**src/rtl/ps2_scroll_display.sv**
```systemverilog
// rtl/ps2_scroll_display.sv - PS/2 scan-code line buffer with scrolling seven-segment multiplexer
module ps2_scroll_display #(
  parameter int NUM_DIGITS  = 4,
  parameter int BUF_DEPTH   = 8,
  parameter int REFRESH_DIV = 65536
) (
  input  logic                               i_clk,
  input  logic                               i_reset,
  input  logic                               i_code_valid,
  input  logic [7:0]                         i_code,
  output logic [NUM_DIGITS-1:0]              o_digit_sel,
  output logic [7:0]                         o_segments,
  output logic [$clog2(BUF_DEPTH+1)-1:0]     o_count
);

  localparam int CW = $clog2(BUF_DEPTH + 1);
  localparam int DW = (NUM_DIGITS > 1) ? $clog2(NUM_DIGITS) : 1;
  localparam int PW = $clog2(REFRESH_DIV);

  typedef enum logic [1:0] {
    ST_IDLE,
    ST_BRK,
    ST_EXT,
    ST_EXT_BRK
  } dec_state_t;

  typedef enum logic [2:0] {
    ACT_NONE,
    ACT_INSERT,
    ACT_BACKSPACE,
    ACT_CLEAR,
    ACT_LEFT,
    ACT_RIGHT
  } act_t;

  // Returns {hit, active-low glyph} for every scan code that types a character.
  function automatic logic [8:0] lookup_glyph(input logic [7:0] code);
    logic [8:0] r;
    r = {1'b0, 8'hFF};
    case (code)
      8'h45: r = {1'b1, 8'hC0};
      8'h16: r = {1'b1, 8'hF9};
      8'h1E: r = {1'b1, 8'hA4};
      8'h26: r = {1'b1, 8'hB0};
      8'h25: r = {1'b1, 8'h99};
      8'h2E: r = {1'b1, 8'h92};
      8'h36: r = {1'b1, 8'h82};
      8'h3D: r = {1'b1, 8'hF8};
      8'h3E: r = {1'b1, 8'h80};
      8'h46: r = {1'b1, 8'h90};
      8'h1C: r = {1'b1, 8'h88};
      8'h32: r = {1'b1, 8'h83};
      8'h21: r = {1'b1, 8'hC6};
      8'h23: r = {1'b1, 8'hA1};
      8'h24: r = {1'b1, 8'h86};
      8'h2B: r = {1'b1, 8'h8E};
      8'h33: r = {1'b1, 8'h89};
      8'h43: r = {1'b1, 8'hCF};
      8'h4B: r = {1'b1, 8'hC7};
      8'h31: r = {1'b1, 8'hAB};
      8'h44: r = {1'b1, 8'hA3};
      8'h4D: r = {1'b1, 8'h8C};
      8'h15: r = {1'b1, 8'h98};
      8'h2D: r = {1'b1, 8'hAF};
      8'h1B: r = {1'b1, 8'h92};
      8'h2C: r = {1'b1, 8'h87};
      8'h3C: r = {1'b1, 8'hC1};
      8'h29: r = {1'b1, 8'hFF};
      8'h4E: r = {1'b1, 8'hBF};
      8'h49: r = {1'b1, 8'h7F};
      default: r = {1'b0, 8'hFF};
    endcase
    return r;
  endfunction

  dec_state_t     state_q, state_d;
  act_t           act_q, act_d;
  logic [7:0]     glyph_q, glyph_d;
  logic [8:0]     glyph_hit;

  logic [7:0]     buf_q [BUF_DEPTH];
  logic [CW-1:0]  count_q;
  logic [CW-1:0]  offset_q;
  logic [CW-1:0]  max_offset;

  logic [PW-1:0]  presc_q;
  logic [DW-1:0]  idx_q;
  logic [DW-1:0]  idx_next;
  logic           presc_wrap;
  logic [CW-1:0]  entry_sel;
  logic [7:0]     seg_next;

  assign glyph_hit = lookup_glyph(i_code);

  always_ff @(posedge i_clk) begin
    if (i_reset) begin
      state_q <= ST_IDLE;
    end else begin
      state_q <= state_d;
    end
  end

  always_comb begin
    state_d = state_q;
    act_d   = ACT_NONE;
    glyph_d = 8'hFF;
    if (i_code_valid) begin
      case (state_q)
        ST_IDLE: begin
          if (i_code == 8'hF0) begin
            state_d = ST_BRK;
          end else if (i_code == 8'hE0) begin
            state_d = ST_EXT;
          end else if (glyph_hit[8]) begin
            act_d   = ACT_INSERT;
            glyph_d = glyph_hit[7:0];
          end else if (i_code == 8'h66) begin
            act_d = ACT_BACKSPACE;
          end else if (i_code == 8'h5A) begin
            act_d = ACT_CLEAR;
          end
        end
        ST_EXT: begin
          state_d = ST_IDLE;
          if (i_code == 8'hF0) begin
            state_d = ST_EXT_BRK;
          end else if (i_code == 8'h6B) begin
            act_d = ACT_LEFT;
          end else if (i_code == 8'h74) begin
            act_d = ACT_RIGHT;
          end
        end
        default: state_d = ST_IDLE;
      endcase
    end
  end

  // Decoded action is staged one cycle so the buffer updates on the edge after acceptance.
  always_ff @(posedge i_clk) begin
    if (i_reset) begin
      act_q   <= ACT_NONE;
      glyph_q <= 8'hFF;
    end else begin
      act_q   <= act_d;
      glyph_q <= glyph_d;
    end
  end

  assign max_offset = (count_q > CW'(NUM_DIGITS)) ? count_q - CW'(NUM_DIGITS) : '0;

  always_ff @(posedge i_clk) begin
    if (i_reset) begin
      for (int e = 0; e < BUF_DEPTH; e++) buf_q[e] <= 8'hFF;
      count_q  <= '0;
      offset_q <= '0;
    end else begin
      case (act_q)
        ACT_INSERT: begin
          buf_q[0] <= glyph_q;
          for (int e = 1; e < BUF_DEPTH; e++) buf_q[e] <= buf_q[e-1];
          if (count_q != CW'(BUF_DEPTH)) count_q <= count_q + 1'b1;
          offset_q <= '0;
        end
        ACT_BACKSPACE: begin
          if (count_q != '0) begin
            for (int e = 0; e < BUF_DEPTH - 1; e++) buf_q[e] <= buf_q[e+1];
            buf_q[BUF_DEPTH-1] <= 8'hFF;
            count_q  <= count_q - 1'b1;
            offset_q <= '0;
          end
        end
        ACT_CLEAR: begin
          for (int e = 0; e < BUF_DEPTH; e++) buf_q[e] <= 8'hFF;
          count_q  <= '0;
          offset_q <= '0;
        end
        ACT_LEFT: begin
          if (offset_q < max_offset) offset_q <= offset_q + 1'b1;
        end
        ACT_RIGHT: begin
          if (offset_q != '0) offset_q <= offset_q - 1'b1;
        end
        default: ;
      endcase
    end
  end

  assign o_count    = count_q;
  assign presc_wrap = (presc_q == PW'(REFRESH_DIV - 1));
  assign idx_next   = (idx_q == DW'(NUM_DIGITS - 1)) ? '0 : idx_q + 1'b1;
  assign entry_sel  = offset_q + CW'(idx_next);

  // Glyph for the digit about to be enabled, so select and segments switch together.
  always_comb begin
    seg_next = 8'hFF;
    for (int e = 0; e < BUF_DEPTH; e++) begin
      if (entry_sel == CW'(e) && entry_sel < count_q) seg_next = buf_q[e];
    end
  end

  always_ff @(posedge i_clk) begin
    if (i_reset) begin
      presc_q     <= '0;
      idx_q       <= '0;
      o_digit_sel <= ~NUM_DIGITS'(1);
      o_segments  <= 8'hFF;
    end else if (presc_wrap) begin
      presc_q     <= '0;
      idx_q       <= idx_next;
      o_digit_sel <= ~(NUM_DIGITS'(1) << idx_next);
      o_segments  <= seg_next;
    end else begin
      presc_q <= presc_q + 1'b1;
    end
  end

endmodule
```
**config.mk**
```make
export PLATFORM = sky130hd
export DESIGN_NAME = ps2_scroll_display
export DESIGN_NICKNAME = d
export VERILOG_FILES = /design/src/rtl/ps2_scroll_display.sv
export SDC_FILE = /design/constraint.sdc
export NUM_CORES = 1
export LEC_CHECK = 0
export ABC_AREA = 1
export BUFFER_PORTS_ARGS = -buffer_cell sky130_fd_sc_hd__buf_2
export CORE_MARGIN = 2
export CORE_UTILIZATION = 55
export DETAILED_ROUTE_END_ITERATION = 12
export PLACE_DENSITY = 0.7
export SETUP_SLACK_MARGIN = 0.3
export SYNTH_ARGS = -nofsm -noshare
export SYNTH_HDL_FRONTEND = slang
export SYNTH_SLANG_ARGS = --single-unit
export TNS_END_PERCENT = 30
```
**constraint.sdc**
```tcl
create_clock -name i_clk -period 5.75 [get_ports i_clk]
set_clock_uncertainty 0.2 [all_clocks]
set_input_delay 0.2875 -clock i_clk [delete_from_list [all_inputs] [get_ports i_clk]]
set_output_delay 0.2875 -clock i_clk [all_outputs]
set_load 0.03 [all_outputs]
```
==> key figures, run 1 <==
Placement
  • Placed Cells: 1,018
  • PortBufs: 26
  • RePlAce Congestion: 0.959
  • Place WS: 1.66 ns
  • Hpwl dp: 13,100 um

STA
  • Fin Hold WS: 0.0451 ns
  • Max Freq: 241 MHz
  • Fin. max-slew vios: 0
  • Unrepaired setup endpoints after global routing: false
  • Hold Fails Final Rpt: 0
  • Fin worst setup slack: 1.59 ns
  • TNS Setup: 0 ns
  • Slew @ Worst Pin: 1.19 ns
  • Min Clock Period, post-route: 4.16 ns
  • Setup violations, final: 0
  • Period Utilization, post-route: 72.3%
  • Relative slew slack: 20.7%

Routing
  • Drt drc: 0
  • Final ANT Viol Nets: 0
  • DR iter-0 viols: 616
  • WL final: 18,000 um
  • Wire per inst: 17.1 um
  • DR vias: 6,203
  • Via density per instance: 5.91
  • DRT Pass-1 Iters: 5

CTS
  • Clk Latency, worst-skew pair: 0.42 ns
  • Clk buf depth: 2
  • H-tree Lvls: 4
  • Clock root buffer: clkbuf_16
  • Post-CTS Setup Inserts: 0
  • CTS tree: done
  • TritonCTS buffer count: 17
  • CTS Hold Bufs: 0
  • Cts repair resizes: 0
  • TritonCTS Sinks: 115
  • Clock Pin Slew Worst Setup and Hold Paths: 0.06 ns

Synth
  • Compound-cell area share of the yosys netlist: 18.4%
  • Mapped Area: 6690 sq um
  • Commonest cells post-synth: 181 x nand2_1, 125 x inv_1, 83 x dfxtp_1
  • Post-synth top area cell: dfxtp_1
  • Post-Synth Adder-Cell Area: 5.39%
  • Synth Area in XOR/XNOR: 2.10%
  • Post-synthesis sequential area ratio: 39.2%
  • Synth Register Bits: 115
  • Post-synthesis mux area share: 0%
  • Post-synth top area share: 24.9%
  • Largest family of logic cells by synthesized area: simple AND/OR/NAND/NOR gates
  • Synth top area cells: dfxtp_1 25%, edfxtp_1 14%, nand2_1 10%
  • Cell variety after synth: 49
  • Post-synth EDFFs: 32
  • Asr flop ratio synth: 0%
  • Yosys warnings: 0
  • Main flop type after synthesis: dfxtp_1
  • Synth Area in Simple Gates: 24.9%
  • Most frequent cell after synthesis: nand2_1
  • Avg Cell Area, Syn: 7.59 sq um
  • Synth Instances: 881
  • Syn nets: 919

Pwr
  • Cell Pwr Density: 283 nW/um^2
  • Peak supply drop: 0.165 mV
  • Sw Ratio: 25.2%
  • Switch Pwr: 0.534 mW
  • Int Power: 1.58 mW
  • Part of the power in combinational logic: 7.7%
  • Leakage Power: 3.29 nW
  • Reg power frac: 41.4%
  • Clock Power Share: 51.0%

Final layout
  • Final non-filler cell total: 1,050
  • Antenna diode count: 0
  • Filler Cell Count: 1,065
  • Final core occ: 62.4%
  • Final #Nets: 928
  • Area growth syn-to-layout: 11.6%
  • Area of the multi-input gates: 3400 sq um
  • Layout cell share with drive strength beyond 1: 9.97%
  • FF/Latch Area: 2620 sq um

Flow run
  • Max Cap Violations: 0

Floorplan
  • Area of the die: 13,100 sq um
  • Initial Utilization: 55.9%
  • CORE AREA: 12,000 sq um
  • Die Wd: 114 um
  • Die Y: 114 um
  • Num ports: 27
  • # rows: 40

Setup path
  • CP endpoint kind: flop
  • Worst path arrival time: 4.27 ns
  • CP Class: flop to flop
  • Worst Path Required: 5.87 ns
  • Startpoint types: flop
  • CP max stage cell: a21boi_4
  • CP Cell Sequence: inv_1 > ha_1 > fa_1 > xnor2_1 > inv_2 > ha_1 > nand2_1 > inv_1 > a21boi_4 > nand2_1 > nand2_1 > inv_1 > nand4_1 > nand2_1 > nand2_1 > nand2_1
  • CP max FO: 49
  • WP buf/inv: 4
  • Slowest stage delay, CP: 0.85 ns
  • Delay-heaviest family, CP: adder cells
  • Most used cell, CP: nand2_1

Global routing
  • Initial antenna violation count: 0
  • GRT overflow: 0
  • Total GRT Usage: 29.0%
  • Pin count of the biggest net entering global routing: 50
  • Vias in the first global route: 5,963
  • First-pass GRT wire length: 29,600 um

Hold path
  • Worst min path class: input pin to flop

Run status
  • Status: finished clean
power groups by stage:
stage / Combinational (mW) / Clock (mW) / Sequential, mW
floorplan: 0.122 / 0 / 0.885
global placement: 0.157 / 0 / 0.891
detailed placement: 0.158 / 0 / 0.891
CTS: 0.159 / 1.09 / 0.875
global route: 0.181 / 1.12 / 0.877
finish: 0.162 / 1.08 / 0.875
cells by family (layout without fill, tap and decap cells):
| logic type | count (synthesis) | in the layout |
|---|---|---|
| buffers and inverters | 169 | 191 |
| AO/OA/AOI/OAI | 185 | 185 |
| XOR/XNOR | 16 | 16 |
| flip-flops | 115 | 115 |
| AND/OR/NAND/NOR | 369 | 369 |
| adder cells (fa/ha/maj) | 27 | 27 |
per-stage QoR:
stage	area (sq um)	total power, mW
2_1_floorplan	6690	1.01
3_5_place_dp	6850	1.05
5_1_grt	7460	2.18
6_report	7460	2.11
3_3_place_gp	6850	1.05
4_1_cts	7460	2.12
worst register-to-register path, delay by kind of cell (launching register included):
| kind | cells | cell delay (ns) |
|---|---|---|
| adder cells (fa/ha/maj) | 3 | 1.06 |
| AND/OR/NAND/NOR | 7 | 1.00 |
| AO/OA/AOI/OAI | 1 | 0.85 |
| flip-flops | 1 | 0.39 |
| buffers and inverters | 4 | 0.29 |
| XOR/XNOR | 1 | 0.25 |
per-layer routing:
metal	global-route usage [%]	vias up	wire length, um
li1	-	3034	-
met1	36.3	2909	7730
met2	47.9	217	8620
met3	6.72	43	1030
met4	13.0	0	615
met5	0	-	0
worst paths after layout:
| path | start | to | slack (ns) | depth (start not counted) |
|---|---|---|---|---|
| min reg2reg | presc_q[0]$_SDFF_PP0_ | presc_q[0]$_SDFF_PP0_ | 0.27 | 1 |
| min | i_code[6] | glyph_q[6]$_SDFF_PP1_ | 0.05 | 3 |
| max | idx_q[0]$_SDFFE_PP0P_ | o_segments[7]$_SDFFE_PP1P_ | 1.59 | 16 |
| max reg2reg | idx_q[0]$_SDFFE_PP0P_ | o_segments[7]$_SDFFE_PP1P_ | 1.59 | 16 |
cell usage in the layout, fill, tap and decap left out, drive strengths merged, types with 2 or more instances in the layout:
cell    synthesis  layout
o221ai         16      16
nor3b           2       2
o21a            2       2
nand3          86      86
or2             2       2
nor4            4       4
buf            17      28
nand4          10      10
o31ai           3       3
o21ai          30      30
a21oi          49      49
clkbuf         21      21
ha             24      24
xnor2           7       7
dfxtp          83      83
xor2            9       9
nand2         183     183
o311ai          8       8
fa              3       3
o211ai         56      56
nor2           67      67
a31oi           5       5
edfxtp         32      32
a22oi           9       9
nor3           13      13
inv           131     138
clkinv          0       3
registers in the layout (all words and copies together), names as in the netlist:
name	count
buf_q	64
o_digit_sel	4
offset_q	4
o_segments	8
presc_q	16
o_count	4
glyph_q	8
state_q	2
idx_q	2
act_q	3
area by class of cell:
| type | instances | share of cell area, % |
|---|---|---|
| clock buffers | 21 | 6.76 |
| clock inverters | 11 | 1.43 |
| inverters | 131 | 6.66 |
| multi-input cells | 597 | 45.6 |
| flip-flops and latches | 115 | 35.2 |
| well taps | 147 | 2.47 |
| repair buffers | 28 | 1.95 |
Power figures use the tool's default switching activity.
==> run 2: changes to the inputs <==
clock period = 3.88 ns   (was 5.75 ns; I/O delays follow)
==> key figures, run 2 (same netlist as run 1, synthesis figures left out) <==
Run status
  • Status: finished clean

Final layout
  • Largest regs: buf_q (64), presc_q (16)
  • Most common cell after layout, fill and taps aside: nand2_1
  • Area growth syn-to-layout: 13.2%
  • Antenna diode count: 0 (unchanged)
  • Largest Register: buf_q
  • Layout cell share with drive strength beyond 1: 10.9% (+0.97 points)
  • Commonest non-fill, non-tap cells in the layout: 180 x nand2_1, 125 x inv_1, 83 x dfxtp_1
  • Final #Nets: 939 (+1.2%)
  • Largest register FFs: 64 (unchanged)

STA
  • TNS Setup: 0 ns (unchanged)
  • Relative slew slack: 37.1% (+16 points)
  • Max Freq: 300 MHz (+25%)
  • Setup violations, final: 0 (unchanged)
  • Unrepaired setup endpoints after global routing: false
  • Min Clock Period, post-route: 3.33 ns (-0.827 ns)
  • Fin Hold WS: 0.0163 ns (-0.0288 ns)
  • Hold Fails Final Rpt: 0 (unchanged)
  • Period Utilization, post-route: 85.8% (+14 points)
  • Fin. max-slew vios: 0 (unchanged)
  • Slew @ Worst Pin: 0.942 ns (-0.244 ns)

Global routing
  • Total GRT Usage: 29.8% (+0.82 points)
  • First-pass GRT wire length: 30,500 um (+3.1%)
  • GRT overflow: 0 (unchanged)
  • Initial antenna violation count: 0 (unchanged)
  • Pin count of the biggest net entering global routing: 50 (unchanged)
  • Vias in the first global route: 6,181 (+3.7%)

Floorplan
  • Die Y: 114 um (unchanged)
  • CORE AREA: 12,000 sq um (unchanged)
  • Num ports: 27 (unchanged)
  • # rows: 40 (unchanged)
  • Area of the die: 13,100 sq um (unchanged)
  • Initial Utilization: 55.9% (unchanged)
  • Die Wd: 114 um (unchanged)

Placement
  • Hpwl dp: 13,600 um (+3.3%)
  • RePlAce Congestion: 0.979 (+2.1%)
  • PortBufs: 26 (unchanged)

Hold path
  • Hold Crit Endpoint: glyph_q[4]$_SDFF_PP1_
  • Hold Path Stages: 5 (+2)
  • Min-delay src: i_code[7]
  • Worst min path class: input pin to flop

Pwr
  • Cell Pwr Density: 409 nW/um^2 (+44%)
  • Leakage Power: 3.34 nW (+1.5%)
  • Total Power: 3.10 mW (+46%)
  • Peak supply drop: 0.451 mV (+170%)

Setup path
  • Worst R2R Setup Slack: 0.55 ns (-1.04 ns)
  • CP max stage cell: fa_1
  • Worst Path Required: 4.00 ns (-1.87 ns)
  • CP Class: flop to flop
  • CP Cell Sequence: ha_1 > nor2_1 > ha_1 > fa_1 > ha_1 > o21ai_0 > nand2_1 > a21boi_4 > buf_12 > buf_12 > nand3_1 > nand3_1 > nand2_1 > nand4_1 > nand2_1 > nand2_1 > nand2_1
  • Slowest stage delay, CP: 0.50 ns (-0.35 ns)
  • Most used cell, CP: nand2_1
  • Startpoint types: flop
  • Reg2reg end: o_segments[3]$_SDFFE_PP1P_
  • R2R depth: 17 (+1)
  • CP max FO: 24 (-51%)
  • CP endpoint kind: flop
  • Worst path arrival time: 3.44 ns (-0.83 ns)
  • Worst r2r src: idx_q[0]$_SDFFE_PP0P_

CTS
  • TritonCTS buffer count: 17 (unchanged)
  • Clk Latency, worst-skew pair: 0.42 ns (about the same)
  • Clock Pin Slew Worst Setup and Hold Paths: 0.06 ns (about the same)
  • CTS tree: done
  • Clk buf depth: 2 (unchanged)
  • Clock root buffer: clkbuf_16
  • TritonCTS Sinks: 115 (unchanged)
  • H-tree Lvls: 4 (unchanged)

Routing
  • Wire per inst: 17.5 um (+2.4%)
  • DR vias: 6,343 (+2.3%)
  • WL final: 18,600 um (+3.4%)
  • Final ANT Viol Nets: 0 (unchanged)
  • Drt drc: 0 (unchanged)
  • Via density per instance: 5.98 (+1.2%)
  • DR iter-0 viols: 575 (-6.7%)
  • DRT Pass-1 Iters: 6 (+1)

Flow run
  • Max Cap Violations: 0 (unchanged)
-- run 2: cell types whose count changed in the layout (fill, tap and decap cells not counted), sizes merged --
cell	before	now
buf	28	37
bufinv	1	0
clkbuf	21	24
clkinv	3	4
clkinvlp	0	1
dlygate4sd3	0	2
inv	138	134
-- run 2: where the power goes --
group | switching [mW] | total [mW] | internal (mW)
Clock | 0.572 | 1.54 | 0.969
Sequential | 0.0261 | 1.30 | 1.27
Combinational | 0.178 | 0.259 | 0.0814
Total | 0.776 | 3.10 | 2.32
-- run 2: cell type report --
| cell class | instances | area, sq um |
|---|---|---|
| Fill cell | 1100 | 4390 |
| Clock inverter | 8 | 60.1 |
| Timing Repair Buffer | 39 | 258 |
| Sequential cell | 115 | 2620 |
| Multi-Input combinational cell | 597 | 3410 |
| Clock buffer | 24 | 536 |
| Tap cell | 147 | 184 |
| Inverter | 131 | 497 |
-- run 2: worst max path at each step --
| stage | start | endpoint | slack [ns] |
|---|---|---|---|
| after global routing | idx_q[0]$_SDFFE_PP0P_ | o_segments[6]$_SDFFE_PP1P_ | 0.32 |
| after detailed placement | idx_q[0]$_SDFFE_PP0P_ | o_segments[3]$_SDFFE_PP1P_ | 0.44 |
| after floorplan | idx_q[0]$_SDFFE_PP0P_ | o_segments[0]$_SDFFE_PP1P_ | 0.81 |
| final | idx_q[0]$_SDFFE_PP0P_ | o_segments[3]$_SDFFE_PP1P_ | 0.55 |
| after global placement | idx_q[0]$_SDFFE_PP0P_ | o_segments[3]$_SDFFE_PP1P_ | 0.60 |
| after CTS | idx_q[0]$_SDFFE_PP0P_ | o_segments[3]$_SDFFE_PP1P_ | 0.44 |
-- run 2: metrics by stage --
stage	std cells	setup WS, ns	area (sq um)	utilization (%)
final	1061	0.552	7570	63.3
after floorplan	881	0.811	6690	-
after CTS	1059	0.438	7530	62.9
after global placement	1025	0.603	6910	57.8
after detailed placement	1025	0.443	6910	57.8
after global routing	1061	0.321	7570	63.3
-- run 2: repair_timing --
item	CTS	global route
setup endpoints to repair	0	8
buffers inserted	0	2
hold buffers	2	0
hold endpoints to repair	2	0
gates resized for setup	0	2
-- run 2: per-layer routing --
metal / GRT usage, % / part of all wire (%)
met5: 0 / 0
met4: 14.3 / 4.4
met3: 6.19 / 5.4
met2: 51.5 / 50
met1: 35.4 / 40
-- run 2: critical path: cells and delay by family, from the launching register on --
kind / cells / cell delay (ns)
AO/OA/AOI/OAI: 2 / 0.29
adder cells (fa/ha/maj): 4 / 1.25
buffers and inverters: 2 / 0.29
flip-flops: 1 / 0.35
AND/OR/NAND/NOR: 9 / 0.84
